## src/rtl/hdmi_period_scheduler.sv

```systemverilog
// TMDS period scheduler: delays sync/DE/RGB by LEAD clocks and emits mode/CTL so that
// each active-video run is preceded by a preamble and guard band. Feature macro: HDMI_GUARD_BAND_EN.
module hdmi_period_scheduler #(
   parameter int PREAMBLE_LEN = 8,
   parameter int GUARD_LEN    = 2
) (
   input  logic       clk_pixel,
   input  logic       rst,
   input  logic       in_hsync,
   input  logic       in_vsync,
   input  logic       in_de,
   input  logic [7:0] in_red,
   input  logic [7:0] in_green,
   input  logic [7:0] in_blue,
   output logic       out_hsync,
   output logic       out_vsync,
   output logic       out_de,
   output logic [7:0] out_red,
   output logic [7:0] out_green,
   output logic [7:0] out_blue,
   output logic [1:0] mode,
   output logic [3:0] ctl,
   output logic       sched_err
);

   localparam int LEAD   = PREAMBLE_LEN + GUARD_LEN;
   localparam int W      = 27;
   localparam int DE_BIT = 24;

   localparam logic [1:0] MODE_CONTROL  = 2'd0;
   localparam logic [1:0] MODE_PREAMBLE = 2'd1;
   localparam logic [1:0] MODE_GUARD    = 2'd2;
   localparam logic [1:0] MODE_VIDEO    = 2'd3;

   // Stage 0 doubles as in_de_q; stage LEAD drives the out_* ports.
   logic [LEAD:0][W-1:0] pipe_q;
   logic                 feed_de;

   always_ff @(posedge clk_pixel or posedge rst) begin
      if (rst) begin
         pipe_q <= '0;
      end else begin
         pipe_q <= {pipe_q[LEAD-1:0],
                    {in_hsync, in_vsync, in_de, in_red, in_green, in_blue}};
      end
   end

   assign {out_hsync, out_vsync, out_de, out_red, out_green, out_blue} = pipe_q[LEAD];
   assign feed_de = pipe_q[LEAD-1][DE_BIT];

   logic [1:0] mode_d;
   logic [3:0] ctl_d;
   logic       sched_err_d;
   logic [1:0] mode_q;
   logic [3:0] ctl_q;
   logic       sched_err_q;

`ifdef HDMI_GUARD_BAND_EN
   typedef enum logic [1:0] {
      ST_CONTROL  = 2'd0,
      ST_PREAMBLE = 2'd1,
      ST_GUARD    = 2'd2,
      ST_VIDEO    = 2'd3
   } state_t;

   localparam logic [3:0] PRE_LOAD   = 4'(PREAMBLE_LEN - 1);
   localparam logic [3:0] GUARD_LOAD = 4'(GUARD_LEN - 1);

   state_t     state_q;
   state_t     state_d;
   logic [3:0] cnt_q;
   logic [3:0] cnt_d;
   logic       rise;
   logic       accept;

   assign rise = in_de & ~pipe_q[0][DE_BIT];

   always_comb begin
      state_d     = state_q;
      cnt_d       = cnt_q;
      // A rise is usable only when no sequence is running and the previous run is ending.
      accept      = rise & ((state_q == ST_CONTROL) | ((state_q == ST_VIDEO) & ~feed_de));
      sched_err_d = rise & ~accept;
      case (state_q)
         ST_CONTROL: begin
            if (accept) begin
               state_d = ST_PREAMBLE;
               cnt_d   = PRE_LOAD;
            end else if (feed_de) begin
               state_d = ST_VIDEO;
            end
         end
         ST_PREAMBLE: begin
            if (cnt_q == 4'd0) begin
               state_d = ST_GUARD;
               cnt_d   = GUARD_LOAD;
            end else begin
               cnt_d = cnt_q - 4'd1;
            end
         end
         ST_GUARD: begin
            if (cnt_q == 4'd0) begin
               state_d = ST_VIDEO;
            end else begin
               cnt_d = cnt_q - 4'd1;
            end
         end
         default: begin
            if (accept) begin
               state_d = ST_PREAMBLE;
               cnt_d   = PRE_LOAD;
            end else if (!feed_de) begin
               state_d = ST_CONTROL;
            end
         end
      endcase

      if (feed_de) begin
         mode_d = MODE_VIDEO;
      end else if (state_d == ST_PREAMBLE) begin
         mode_d = MODE_PREAMBLE;
      end else if (state_d == ST_GUARD) begin
         mode_d = MODE_GUARD;
      end else begin
         mode_d = MODE_CONTROL;
      end
      ctl_d = (mode_d == MODE_PREAMBLE) ? 4'b0001 : 4'b0000;
   end
`else
   always_comb begin
      mode_d      = feed_de ? MODE_VIDEO : MODE_CONTROL;
      ctl_d       = 4'b0000;
      sched_err_d = 1'b0;
   end
`endif

   always_ff @(posedge clk_pixel or posedge rst) begin
      if (rst) begin
`ifdef HDMI_GUARD_BAND_EN
         state_q <= ST_CONTROL;
         cnt_q   <= 4'd0;
`endif
         mode_q      <= MODE_CONTROL;
         ctl_q       <= 4'b0000;
         sched_err_q <= 1'b0;
      end else begin
`ifdef HDMI_GUARD_BAND_EN
         state_q <= state_d;
         cnt_q   <= cnt_d;
`endif
         mode_q      <= mode_d;
         ctl_q       <= ctl_d;
         sched_err_q <= sched_err_d;
      end
   end

   assign mode      = mode_q;
   assign ctl       = ctl_q;
   assign sched_err = sched_err_q;

endmodule

```

## config.mk

```make
export PLATFORM = sky130hd
export DESIGN_NAME = hdmi_period_scheduler
export DESIGN_NICKNAME = d
export VERILOG_FILES = /design/src/rtl/hdmi_period_scheduler.sv
export SDC_FILE = /design/constraint.sdc
export NUM_CORES = 1
export LEC_CHECK = 0
export ABC_CLOCK_PERIOD_IN_PS = 13200
export BUFFER_PORTS_ARGS = -buffer_cell sky130_fd_sc_hd__buf_4
export CORE_MARGIN = 2
export CORE_UTILIZATION = 35
export DETAILED_ROUTE_END_ITERATION = 6
export GPL_TIMING_DRIVEN = 0
export PLACE_DENSITY = 0.49
export SKIP_LAST_GASP = 1
export SLEW_MARGIN = 15
export SYNTH_ARGS = -nofsm -noshare
export SYNTH_HDL_FRONTEND = slang
export SYNTH_SLANG_ARGS = --single-unit
```

## constraint.sdc

```tcl
create_clock -name clk_pixel -period 13.2 [get_ports clk_pixel]
set_input_delay 2.64 -clock clk_pixel [delete_from_list [all_inputs] [get_ports clk_pixel]]
set_output_delay 2.64 -clock clk_pixel [all_outputs]
set_load 0.005 [all_outputs]
```

======== Word-level counts from Yosys, hierarchy flattened ========
Index checks and enable logic that the tools add are counted.
word-level totals
  output and inout bits ................... 34
  input port bits ......................... 29
  bits in registers ....................... 299
operators by class
  mux-type cells .......................... 1
operator list
  cell              count
  2-to-1 mux 2 bit  1

======== Depth between registers and ports, before layout ========
Gate-level depths: netlist (run 1).
  depth in word-level cells ............... 1
  gate-level depth with buffers ........... 1
  gate-level depth less buffers ........... 1

======== Worst setup path before layout (run 1) ========
Ideal clock, no wire load.
  path type ............................... register -> output
  start ................................... register mode_q[0] (netlist: mode[0])
  end ..................................... output port mode[0]
  required time ........................... 10.560 ns
  slack ................................... 10.045 ns
  arrival ................................. 0.515 ns
  buffers on the path ..................... 1
  stages on the path, launching flop included .. 2
  path through ............................ dfrtp_1 > buf_4
RTL lines
  item                    line  source
  from (decl)             54    logic [1:0] mode_q;
  from (signal assigned)  151   mode_q <= mode_d;
  to (decl)               21    output logic [1:0] mode,
No word-level cell between the ends.

======== Worst setup path in the final report (run 1) ========
  start ................................... register mode_q[0] (netlist: mode[0])
  end ..................................... output port mode[0]
No word-level cell between the ends.

==> results of run 1 <==
## placed cells by master, fill, tap and decap left out
| cell type | netlist | layout |
|---|---|---|
| clkinv_2 | 0 | 1 |
| clkbuf_16 | 0 | 29 |
| clkbuf_1 | 0 | 8 |
| bufinv_16 | 0 | 1 |
| dfrtp_1 | 297 | 297 |
| clkbuf_8 | 0 | 8 |
| buf_16 | 0 | 2 |
| inv_8 | 0 | 2 |
| conb_1 | 1 | 5 |
| buf_4 | 31 | 88 |
## report_power, final
part | total, W | switching, W | leakage (nW) | internal [W]
sequential | 0.000967 | 0.0000108 | 3.46 | 0.000956
clock | 0.000763 | 0.000298 | 0.448 | 0.000465
combinational | 0.0000390 | 0.0000212 | 0.474 | 0.0000178
## routing by layer
metal / wire length (um) / part of all wire, %
met1: 3330 / 44
met5: 0 / 0
met3: 624 / 8.2
met4: 216 / 2.8
met2: 3420 / 45
## flip-flops by register name, indices dropped and copies added (netlist names)
name	cells
pipe_q	269
out_blue	8
out_green	8
out_red	8
feed_de	1
mode	1
out_hsync	1
out_vsync	1
## per-stage QoR
| step | area, sq um | hold WS, ns | cells | util, % |
|---|---|---|---|---|
| final | 9440 | 0.340 | 721 | 43.5 |
| after global routing | 9440 | 0.348 | 721 | 43.5 |
| after CTS | 9440 | 0.342 | 721 | 43.5 |
| after detailed placement | 8530 | 0.335 | 673 | 39.3 |
| after global placement | 8470 | 0.332 | 671 | 39.0 |
| after floorplan | 7690 | 0.331 | 334 | - |
## worst min path at each step
stage	start	end	cells after the start
floorplan	pipe_q[240]	feed_de	0
global placement	pipe_q[251]	out_green[0]	0
detailed placement	feed_de	mode[0]	0
CTS	pipe_q[53]	pipe_q[80]	0
global route	pipe_q[86]	pipe_q[113]	0
finish	pipe_q[132]	pipe_q[159]	0
## kinds of logic (layout without fill, tap and decap cells)
| family | count (synthesis) | count (layout) | share of synthesized area (%) |
|---|---|---|---|
| buffers and inverters | 32 | 139 | 3.08 |
| flip-flops | 297 | 297 | 96.9 |
| other | 1 | 5 | 0.0489 |
## final cells by class
class | instances | area (sq um)
tap | 280 | 350
clock buffer | 45 | 866
multi-input combinational | 5 | 18.8
sequential | 297 | 7430
timing repair buffer | 59 | 483
clock inverter | 3 | 46.3
fill | 1859 | 12200
buffer | 31 | 233
inverter | 1 | 11.3
==> results.yml, run 1 <==
critical_path:
  r2r-end: "pipe_q[254]"
  crit_top_cell: "buf_4"
  cp_cell_sequence: "buf_4 -> buf_4"
  path_delay_family: "flip-flops"
  path_max_fanout: 3
  worstSetupStartpoint: "mode[0]"
  endpoint_kind: "output pin"
  crit_slowest_cell: "dfrtp_1"
  critPathKind: "register to output pin"
  r2r_slack_ns: 12.71
  critPathCapture: "mode[0]"
  slowest_delay_ns: 0.39
  reg2reg_depth: 0
  r2r-start: "pipe_q[227]"
  crit_required_ns: 10.56
  cp.depth: 2
  worstSetupStartpointType: "register"
  path_buf_inv: 2
  arrival_ns: 1.16
floorplanning:
  die_area_sq_mm: 0.0231
  initial_core_util_pct: 35.4
  die_x_um: 152
  core_sq_mm: 0.0217
  row_count: 54
  die_height_um: 152
  ios: 63
synthesis:
  avgSynthCellArea_sq_um: 23.2
  ys_types: 4
  synthTopCellsByArea: "dfrtp_1, buf_4, conb_1"
  synth.most_common_cell: "dfrtp_1"
  synthTopCellsByCount: "dfrtp_1, buf_4, conb_1, inv_1"
  synth_edf_count: 0
  synth_top_area_share_pct: 96.9
  ys_async_sr_fraction_pct: 100
  ys.flop_type: "dfrtp_1"
  ys_ff_latch: 297
  yosysWarnings: 0
  synth_largest_area_cell: "dfrtp_1"
  netlist_instances: 330
  syn_area_sq_mm: 0.00767
  yosysSeqAreaShare_pct: 96.9
finish:
  final_nets: 453
  syn2layout_area_growth_pct: 23.0
  diodes: 0
  drive_gt1_share_pct: 29.7
clock_network:
  cts_tree: "done"
  htreeDepth: 1
  clk_path_buf_depth: 3
  cts_resized: 0
  insertion_delay_ns: 0.52
  post_cts_buffers: 0
  cts.clk_slew.worst_paths_ns: 0.06
  clock-root-buffer: "clkbuf_16"
  cts_buffers: 29
  cts_sinks: 297
  postCtsHoldBufs: 0
global_route:
  busiest_layer: "met2"
  antenna_found_initial: 0
  use_met3_pct: 2.54
  gr-usage-met2_pct: 10.6
  grtUsageTotal_pct: 7.12
  grt_use_met1_pct: 9.09
  grt_max_degree: 124
  grt_pass1_wl_um: 13700
  overflow: 0
  first_global_vias: 2941
route:
  vias: 2440
  drt_iter0_markers: 93
  avgViaCountPerCell: 3.38
  drt_first_pass_iters: 2
  drc: 0
  wl_per_cell_um: 10.5
  wl_um: 7600
  postRouteAntennaNets: 0
placed_design:
  place_congestion: 0.547
  place.port_buffers: 57
  place_ws_ns: 9.07
timing:
  fin_crit_sh_pct: 28.8
  period_minus_slack_ns: 3.80
  fin_ws_ns: 9.40
  fin_skew_ns: 0.00808
  setup_tns_ns: 0
  fmax_mhz: 263
  finalSetupViolCount: 0
  drv_slew: 0
  rsz0062_at_grt: "no"
  tightest_slew_ns: 0.574
  max_slew_margin_pct: 61.7
  finalHoldViolCount: 0
power:
  vdd.ir_drop.worst_uv: 81.4
  p_total_w: 0.00177
  powerDensity_mw_per_mm2: 187
  p_leak_nw: 4.38
hold_path:
  hp-class: "register to register"
job:
  drv_cap: 0
run_status:
  run_status: "completed"
(Power assumes the default switching activity.)
==> run 2: changes to the inputs <==
--- a/config.mk
+++ b/config.mk
@@ -5,7 +5,8 @@
 export SDC_FILE = /design/constraint.sdc
 export NUM_CORES = 1
 export LEC_CHECK = 0
-export ABC_CLOCK_PERIOD_IN_PS = 13200
+export ABC_AREA = 1
+export ABC_CLOCK_PERIOD_IN_PS = 3900
 export BUFFER_PORTS_ARGS = -buffer_cell sky130_fd_sc_hd__buf_4
 export CORE_MARGIN = 2
 export CORE_UTILIZATION = 35
==> constraint.sdc (replaced) <==
create_clock -name clk_pixel -period 3.9 [get_ports clk_pixel]
set_input_delay 0.78 -clock clk_pixel [delete_from_list [all_inputs] [get_ports clk_pixel]]
set_output_delay 0.78 -clock clk_pixel [all_outputs]
set_load 0.005 [all_outputs]
==> results.yml, run 2 (same netlist as run 1, synthesis figures left out) <==
global_route:
  grt_use_met1_pct: 8.61
  grt_max_degree: 39
  grtUsageTotal_pct: 6.90
  use_met3_pct: 2.14
  busiest_layer: "met2"
  overflow: 0
  gr-usage-met2_pct: 10.8
  antenna_found_initial: 0
  first_global_vias: 2847
  grt_pass1_wl_um: 13400
floorplanning:
  core_sq_mm: 0.0217
  die_x_um: 152
  ios: 63
  row_count: 54
  die_area_sq_mm: 0.0231
  die_height_um: 152
  initial_core_util_pct: 35.4
power:
  powerDensity_mw_per_mm2: 651
  vdd.ir_drop.worst_uv: 353
  p_leak_nw: 4.48
route:
  wl_um: 7570
  drc: 0
  vias: 2544
  drt_first_pass_iters: 4
  avgViaCountPerCell: 3.49
  postRouteAntennaNets: 0
  wl_per_cell_um: 10.4
  drt_iter0_markers: 110
finish:
  multiInputGateArea_sq_um: 18.8
  diodes: 0
  drive_gt1_share_pct: 31.7
  fin_area_sq_mm: 0.00964
  final_nets: 458
  largest_reg_flops: 269
  syn2layout_area_growth_pct: 25.7
  layout_common_cells: "dfrtp_1, buf_4, clkbuf_16"
  final_cells: 728
  seq_area_sq_mm: 0.00743
  regMostFlops: "pipe_q"
  nFillCells: 1859
  layout_commonest_cell: "dfrtp_1"
critical_path:
  r2r-start: "pipe_q[158]"
  worstSetupStartpointType: "register"
  arrival_ns: 1.15
  path_max_fanout: 3
  endpoint_kind: "output pin"
  r2r_slack_ns: 3.41
  crit_required_ns: 3.12
  critPathKind: "register to output pin"
  worstSetupStartpoint: "mode[0]"
placed_design:
  place_hpwl_um: 4160
  place.port_buffers: 57
  place_congestion: 0.575
  placed_cells: 679
  place_area_sq_mm: 0.00863
timing:
  fin_skew_ns: 0.00392
  rsz0062_at_grt: "no"
  finalSetupViolCount: 0
  fmax_mhz: 519
  fin_crit_sh_pct: 49.5
  finalHoldViolCount: 0
  drv_slew: 0
  period_minus_slack_ns: 1.93
hold_path:
  hp-class: "input pin to asynchronous set/reset pin"
clock_network:
  insertion_delay_ns: 0.51
  htreeDepth: 1
  post_cts_buffers: 0
  clk_path_buf_depth: 3
  postCtsHoldBufs: 0
  cts_sinks: 297
  cts_resized: 0
  cts_tree: "done"
  cts_buffers: 28
  clock-root-buffer: "clkbuf_16"
  cts.clk_slew.worst_paths_ns: 0.06
job:
  drv_cap: 0
run_status:
  run_status: "completed"
## run 2: cell types whose count changed in the layout (fill, tap and decap cells not counted), sizes merged
| cell | before | now |
|---|---|---|
| buf | 90 | 96 |
| bufinv | 1 | 6 |
| clkbuf | 45 | 38 |
| clkinv | 1 | 5 |
| clkinvlp | 0 | 1 |
| inv | 2 | 0 |
## run 2: layout make-up
cell class                      instances  share of cell area [%]
Sequential cell                       297                    77.1
Clock buffer                           38                    8.39
Timing Repair Buffer                   65                    6.10
Tap cell                              280                    3.63
Buffer                                 31                    2.41
Clock inverter                         11                    2.13
Multi-Input combinational cell          5                   0.195
Inverter                                1                  0.0778
## run 2: worst paths after layout
path / to / cells past startpoint
max in group asynchronous: pipe_q[47] / 6
setup / recovery: mode[1] / 2
hold / removal: pipe_q[193] / 2
min in group clk_pixel: pipe_q[102] / 0
hold reg to reg: pipe_q[102] / 0
setup reg to reg: pipe_q[185] / 0
## run 2: critical path, cell delays in order (launching register included)
cell and delay, ns:
dfrtp_1 0.39, buf_4 0.13, buf_4 0.12
## run 2: metrics by stage
stage	utilization, %	power [W]	TNS (ns)	hold WS, ns	setup WS [ns]
2_1_floorplan	-	0.00339	-245.05	0.331	-0.825
3_3_place_gp	39.1	0.00346	-588.06	0.333	-2.00
3_5_place_dp	39.8	0.00348	0	0.335	1.74
4_1_cts	44.5	0.00639	0	0.270	1.94
5_1_grt	44.5	0.00655	0	0.300	1.90
6_report	44.5	0.00628	0	0.280	1.97
## run 2: power by group
| group | total [W] | switching (W) | leakage (nW) | internal, W |
|---|---|---|---|---|
| sequential | 0.00327 | 0.0000371 | 3.46 | 0.00324 |
| combinational | 0.000144 | 0.0000732 | 0.518 | 0.0000706 |
| clock | 0.00286 | 0.00102 | 0.502 | 0.00184 |
| total | 0.00628 | 0.00113 | 4.48 | 0.00515 |
## run 2: metal layers
metal,vias to the layer above,wire [um],part of all wire (%)
met3,19,577,7.6
met1,1273,3210,42
met2,76,3540,47
li1,1176,-,-
met4,0,242,3.2
met5,-,0,0
